`config.mk`:
```
export PLATFORM = sky130hd
export DESIGN_NAME = universal_shift_register
export DESIGN_NICKNAME = d
export VERILOG_FILES = /design/src/rtl/universal_shift_register.sv
export SDC_FILE = /design/constraint.sdc
export NUM_CORES = 1
export LEC_CHECK = 0
export ABC_CLOCK_PERIOD_IN_PS = 2100
export BUFFER_PORTS_ARGS = -buffer_cell sky130_fd_sc_hd__buf_2
export CELL_PAD_IN_SITES_DETAIL_PLACEMENT = 1
export CELL_PAD_IN_SITES_GLOBAL_PLACEMENT = 2
export CORE_MARGIN = 1.5
export CORE_UTILIZATION = 32
export CTS_BUF_LIST = sky130_fd_sc_hd__clkbuf_8
export DETAILED_ROUTE_END_ITERATION = 8
export PLACE_DENSITY = 0.95
export SYNTH_ARGS = -nofsm -noshare
export SYNTH_HDL_FRONTEND = slang
export SYNTH_SLANG_ARGS = --single-unit
```
`constraint.sdc`:
```
create_clock -name clk -period 2.1 [get_ports clk]
set_input_delay 0.105 -clock clk [delete_from_list [all_inputs] [get_ports clk]]
set_output_delay 0.105 -clock clk [all_outputs]
set_load 0.05 [all_outputs]
```
`src/rtl/universal_shift_register.sv`:
```
// Multi-lane shift/rotate/load/clear register with registered serial output and saturating fill counter.
// Latency: 1 cycle, and every output is a flop updated on the rising edge of clk.
// Backpressure: none; enable=0 freezes all state, and any mode sequence is accepted every cycle.
module universal_shift_register #(
    parameter int WIDTH = 1,
    parameter int DEPTH = 8,
    parameter int CW    = $clog2(DEPTH + 1)
) (
    input  logic                   clk,
    input  logic                   reset,
    input  logic                   enable,
    input  logic [2:0]             mode,
    input  logic [WIDTH-1:0]       serial_in,
    input  logic [WIDTH*DEPTH-1:0] load_data,
    output logic [WIDTH*DEPTH-1:0] out,
    output logic [WIDTH-1:0]       serial_out,
    output logic [CW-1:0]          fill_count,
    output logic                   full
);

    localparam int            LW       = WIDTH * DEPTH;
    localparam logic [CW-1:0] FULL_CNT = CW'(DEPTH);

    typedef enum logic [2:0] {
        MODE_HOLD  = 3'b000,
        MODE_SHR   = 3'b001,
        MODE_SHL   = 3'b010,
        MODE_ROTR  = 3'b011,
        MODE_ROTL  = 3'b100,
        MODE_LOAD  = 3'b101,
        MODE_CLEAR = 3'b110,
        MODE_RSVD  = 3'b111
    } mode_e;

    mode_e            op;
    logic [LW-1:0]    data_q;
    logic [LW-1:0]    data_n;
    logic [WIDTH-1:0] so_q;
    logic [WIDTH-1:0] so_n;
    logic [CW-1:0]    fc_q;
    logic [CW-1:0]    fc_n;
    logic [CW-1:0]    fc_inc;
    logic             full_q;

    assign op = mode_e'(mode);

    // Every write of a new lane counts towards the fill level, stopping at DEPTH.
    assign fc_inc = (fc_q == FULL_CNT) ? fc_q : fc_q + CW'(1);

    // Next-state selection; lane DEPTH-1 sits in the top WIDTH bits of the flat vector.
    always_comb begin
        data_n = data_q;
        so_n   = so_q;
        fc_n   = fc_q;
        case (op)
            MODE_SHR: begin
                data_n = {serial_in, data_q[LW-1:WIDTH]};
                so_n   = data_q[WIDTH-1:0];
                fc_n   = fc_inc;
            end
            MODE_SHL: begin
                data_n = {data_q[LW-WIDTH-1:0], serial_in};
                so_n   = data_q[LW-1 -: WIDTH];
                fc_n   = fc_inc;
            end
            MODE_ROTR: begin
                data_n = {data_q[WIDTH-1:0], data_q[LW-1:WIDTH]};
                so_n   = data_q[WIDTH-1:0];
            end
            MODE_ROTL: begin
                data_n = {data_q[LW-WIDTH-1:0], data_q[LW-1 -: WIDTH]};
                so_n   = data_q[LW-1 -: WIDTH];
            end
            MODE_LOAD: begin
                data_n = load_data;
                fc_n   = FULL_CNT;
            end
            MODE_CLEAR: begin
                data_n = '0;
                so_n   = '0;
                fc_n   = '0;
            end
            default: begin
                // MODE_HOLD and the reserved encoding leave everything as is.
                data_n = data_q;
            end
        endcase
    end

    // State register: reset wins over enable, and full is flopped alongside the counter.
    always_ff @(posedge clk) begin
        if (reset) begin
            data_q <= '0;
            so_q   <= '0;
            fc_q   <= '0;
            full_q <= 1'b0;
        end else if (enable) begin
            data_q <= data_n;
            so_q   <= so_n;
            fc_q   <= fc_n;
            full_q <= (fc_n == FULL_CNT);
        end
    end

    assign out        = data_q;
    assign serial_out = so_q;
    assign fill_count = fc_q;
    assign full       = full_q;

endmodule

```
==> flow_metrics.py <==
metrics = {
    "worst_setup_path": {
        "critPathArrivalTime_ns": 1.70,
        "startpoint": "fill_count[0]$_SDFFE_PP0P_",
        "cp_data_required_time_ns": 2.26,
        "rr_startpoint": "fill_count[0]$_SDFFE_PP0P_",
        "reg2reg_slack_ns": 0.56,
        "worstSetupEndpointType": "flop",
        "critPathKind": "flop to flop",
        "critPathMaxFanout": 4,
        "cp-start-kind": "flop",
        "cp_slowest_stage_delay_ns": 0.37,
        "crit_slowest_cell": "dfxtp_1",
        "worstPathCellList": "inv_1 -> ha_1 -> nor2b_1 -> mux2i_1 -> nand3_1 -> o31ai_1",
    },
    "route": {
        "drc": 0,
        "vias": 971,
        "drt_iter0_drc": 44,
        "antenna_left": 0,
        "via_per_inst": 6.07,
        "drt_first_pass_iters": 4,
        "drt_wl_total_microns": 2690,
        "avgRoutedWirePerCell_microns": 16.8,
    },
    "clock_tree": {
        "clockRootBuffer": "clkbuf_8",
        "cts.path.max_buffers": 2,
        "cts_sinks": 14,
        "cts_tree": "yes",
        "post_cts_buffers": 0,
        "numCtsBuffers": 3,
        "postCtsHoldBufs": 0,
        "post_cts.resized_instances": 0,
        "h-tree-depth": 1,
        "clock_latency_ns": 0.24,
        "clk_pin_slew_worst_paths_ns": 0.06,
    },
    "timing": {
        "fin_ws_ns": 0.557,
        "skew_ns": 0.00421,
        "drv_slew": 0,
        "fmax_ghz": 0.648,
        "period_share_pct": 73.5,
        "maxSlewHeadroom_pct": 74.3,
        "fin_crit_ns": 1.54,
        "hold_ws_ns": 0.216,
        "hold_viol": 0,
        "finalSetupTns_ns": 0,
        "setup_viol": 0,
        "rsz0062_at_grt": "false",
        "worst_slew_pin_slew_ns": 0.385,
    },
    "place": {
        "dp.final_hpwl_microns": 1960,
        "place_ws_ns": 0.546,
        "port_buffers": 28,
        "place.gp.congestion": 0.843,
    },
    "pwr": {
        "pwr-share-seq_pct": 40.4,
        "clkPwrFrac_pct": 29.4,
        "pwr_density_cell_nw_per_um2": 703,
        "p_int_uw": 485,
        "finalPower_uw": 763,
        "combPwrFrac_pct": 30.1,
        "vdd_ir_drop_max_mv": 0.399,
        "switching_share_pct": 36.4,
        "switching_power_uw": 278,
        "p_leak_nw": 0.477,
    },
    "die": {
        "die-height_microns": 56.4,
        "start_util_pct": 33.4,
        "ios": 29,
        "coreArea_sq_um": 2730,
        "floorplan.rows": 19,
        "die-area_sq_um": 3180,
        "die_width_microns": 56.4,
    },
    "hold_path": {
        "min_path_type": "primary input to flop",
        "min-delay-start": "reset",
    },
    "synth": {
        "avgSynthCellArea_sq_um": 8.78,
        "syn_inst": 104,
        "synth_mux_area_share_pct": 3.29,
        "synth_edf_count": 0,
        "ys_ff_latch": 14,
        "syn-num-nets": 121,
        "yosys.area_share.simple_pct": 18.6,
        "synthAdderAreaFrac_pct": 3.84,
        "ys_warn_count": 0,
        "synth_compound_area_share_pct": 33.8,
        "synthXorXnorAreaFrac_pct": 1.92,
        "synth_ff_type": "dfxtp_1",
        "async_reset_ff_share_pct": 0,
        "synth_top_family_by_area": "compound AO/OA/AOI/OAI gates",
        "netlist_area_sq_um": 913,
        "ys_seq_area_share_pct": 30.7,
        "yosysUniqueCellTypes": 42,
    },
    "global_routing": {
        "grt_pass1_vias": 988,
        "grt_overflow": 0,
        "antenna_found_initial": 0,
        "grt_pass1_wl_microns": 4550,
        "grt_usage_pct": 17.8,
        "grt_max_degree": 17,
    },
    "cells_and_area": {
        "drive_gt1_share_pct": 28.7,
        "nNetsFinal": 148,
        "n_antenna_cell": 0,
        "synthToLayoutAreaGrowth_pct": 18.8,
        "post-route-util_pct": 39.7,
        "fillers": 352,
    },
    "run": {
        "cap_viol_max_count": 0,
    },
    "status": {
        "outcome": "completed",
    },
}
==> state kept, by name (all words and copies together), names as in the netlist <==
name	count
serial_out	1
fill_count	4
full	1
out	8
==> routing by layer <==
| layer | wire length [microns] | GRT usage (%) | part of all wire (%) |
|---|---|---|---|
| met2 | 1350 | 29.6 | 50 |
| met4 | 78 | 8.50 | 2.9 |
| met1 | 1130 | 21.5 | 42 |
| met5 | 0 | 0 | 0 |
| met3 | 132 | 4.15 | 4.9 |
==> synthesized netlist by cell type, types with 2 or more instances <==
cell | count | area (sq um)
ha_1 | 2 | 25.0
clkbuf_1 | 2 | 7.51
buf_6 | 3 | 33.8
mux2i_1 | 3 | 30.0
a211oi_1 | 8 | 60.1
nand3_1 | 3 | 15.0
a211oi_2 | 2 | 25.0
inv_1 | 6 | 22.5
nand4_1 | 2 | 12.5
o21ai_1 | 2 | 10.0
nand2_1 | 5 | 18.8
dfxtp_1 | 14 | 280
a31oi_1 | 2 | 12.5
a222oi_1 | 7 | 70.1
nor2b_1 | 2 | 12.5
nand2b_1 | 2 | 12.5
nor2_1 | 14 | 52.6
==> worst paths after layout <==
check,cells after the start,to
hold / removal,2,out[0]$_SDFFE_PP0P_
setup reg to reg,6,full$_SDFFE_PP0P_
setup / recovery,6,full$_SDFFE_PP0P_
hold reg to reg,2,full$_SDFFE_PP0P_
==> logic make-up (layout without fill, tap and decap cells) <==
group                    after synthesis  in the layout
AO/OA/AOI/OAI                         36             36
XOR/XNOR                               2              2
adder cells (fa/ha/maj)                3              3
buffers and inverters                 12             37
flip-flops                            14             14
multiplexers                           3              3
AND/OR/NAND/NOR                       34             34
==> area by class of cell <==
| cell class | count | area, sq um | area share (%) |
|---|---|---|---|
| clock buffer | 3 | 41.3 | 3.81 |
| inverter | 6 | 22.5 | 2.08 |
| multi-input combinational | 78 | 562 | 51.8 |
| sequential | 14 | 280 | 25.8 |
| tap | 31 | 38.8 | 3.58 |
| timing repair buffer | 28 | 140 | 12.9 |
==> critical path, delay by kind of cell (launching register included) <==
kind	cells	cell delay [ns]
AO/OA/AOI/OAI	1	0.24
adder cells (fa/ha/maj)	1	0.31
buffers and inverters	1	0.10
flip-flops	1	0.37
multiplexers	1	0.21
AND/OR/NAND/NOR	2	0.23
==> placed cells by master, fill, tap and decap left out, types with 2 or more instances in the layout <==
master    instances
buf_2            28
nor2_1           14
dfxtp_1          14
a211oi_1          8
a222oi_1          7
inv_1             6
nand2_1           5
mux2i_1           3
nand3_1           3
clkbuf_8          3
nand2b_1          2
a211oi_2          2
o21ai_1           2
nand4_1           2
nor2b_1           2
a31oi_1           2
ha_1              2
==> power by group through the flow <==
stage | combinational (mW) | clock, mW | sequential [mW]
after global placement | 0.222 | 0 | 0.313
after floorplan | 0.110 | 0 | 0.376
after detailed placement | 0.228 | 0 | 0.315
after global routing | 0.250 | 0.240 | 0.313
after CTS | 0.230 | 0.228 | 0.309
final | 0.230 | 0.225 | 0.309
==> through the flow <==
| step | area [sq um] | cells |
|---|---|---|
| CTS | 1080 | 160 |
| global route | 1080 | 160 |
| global placement | 1040 | 157 |
| floorplan | 913 | 104 |
| detailed placement | 1040 | 157 |
| finish | 1080 | 160 |
Note: power is estimated with default switching activity, not from simulation.
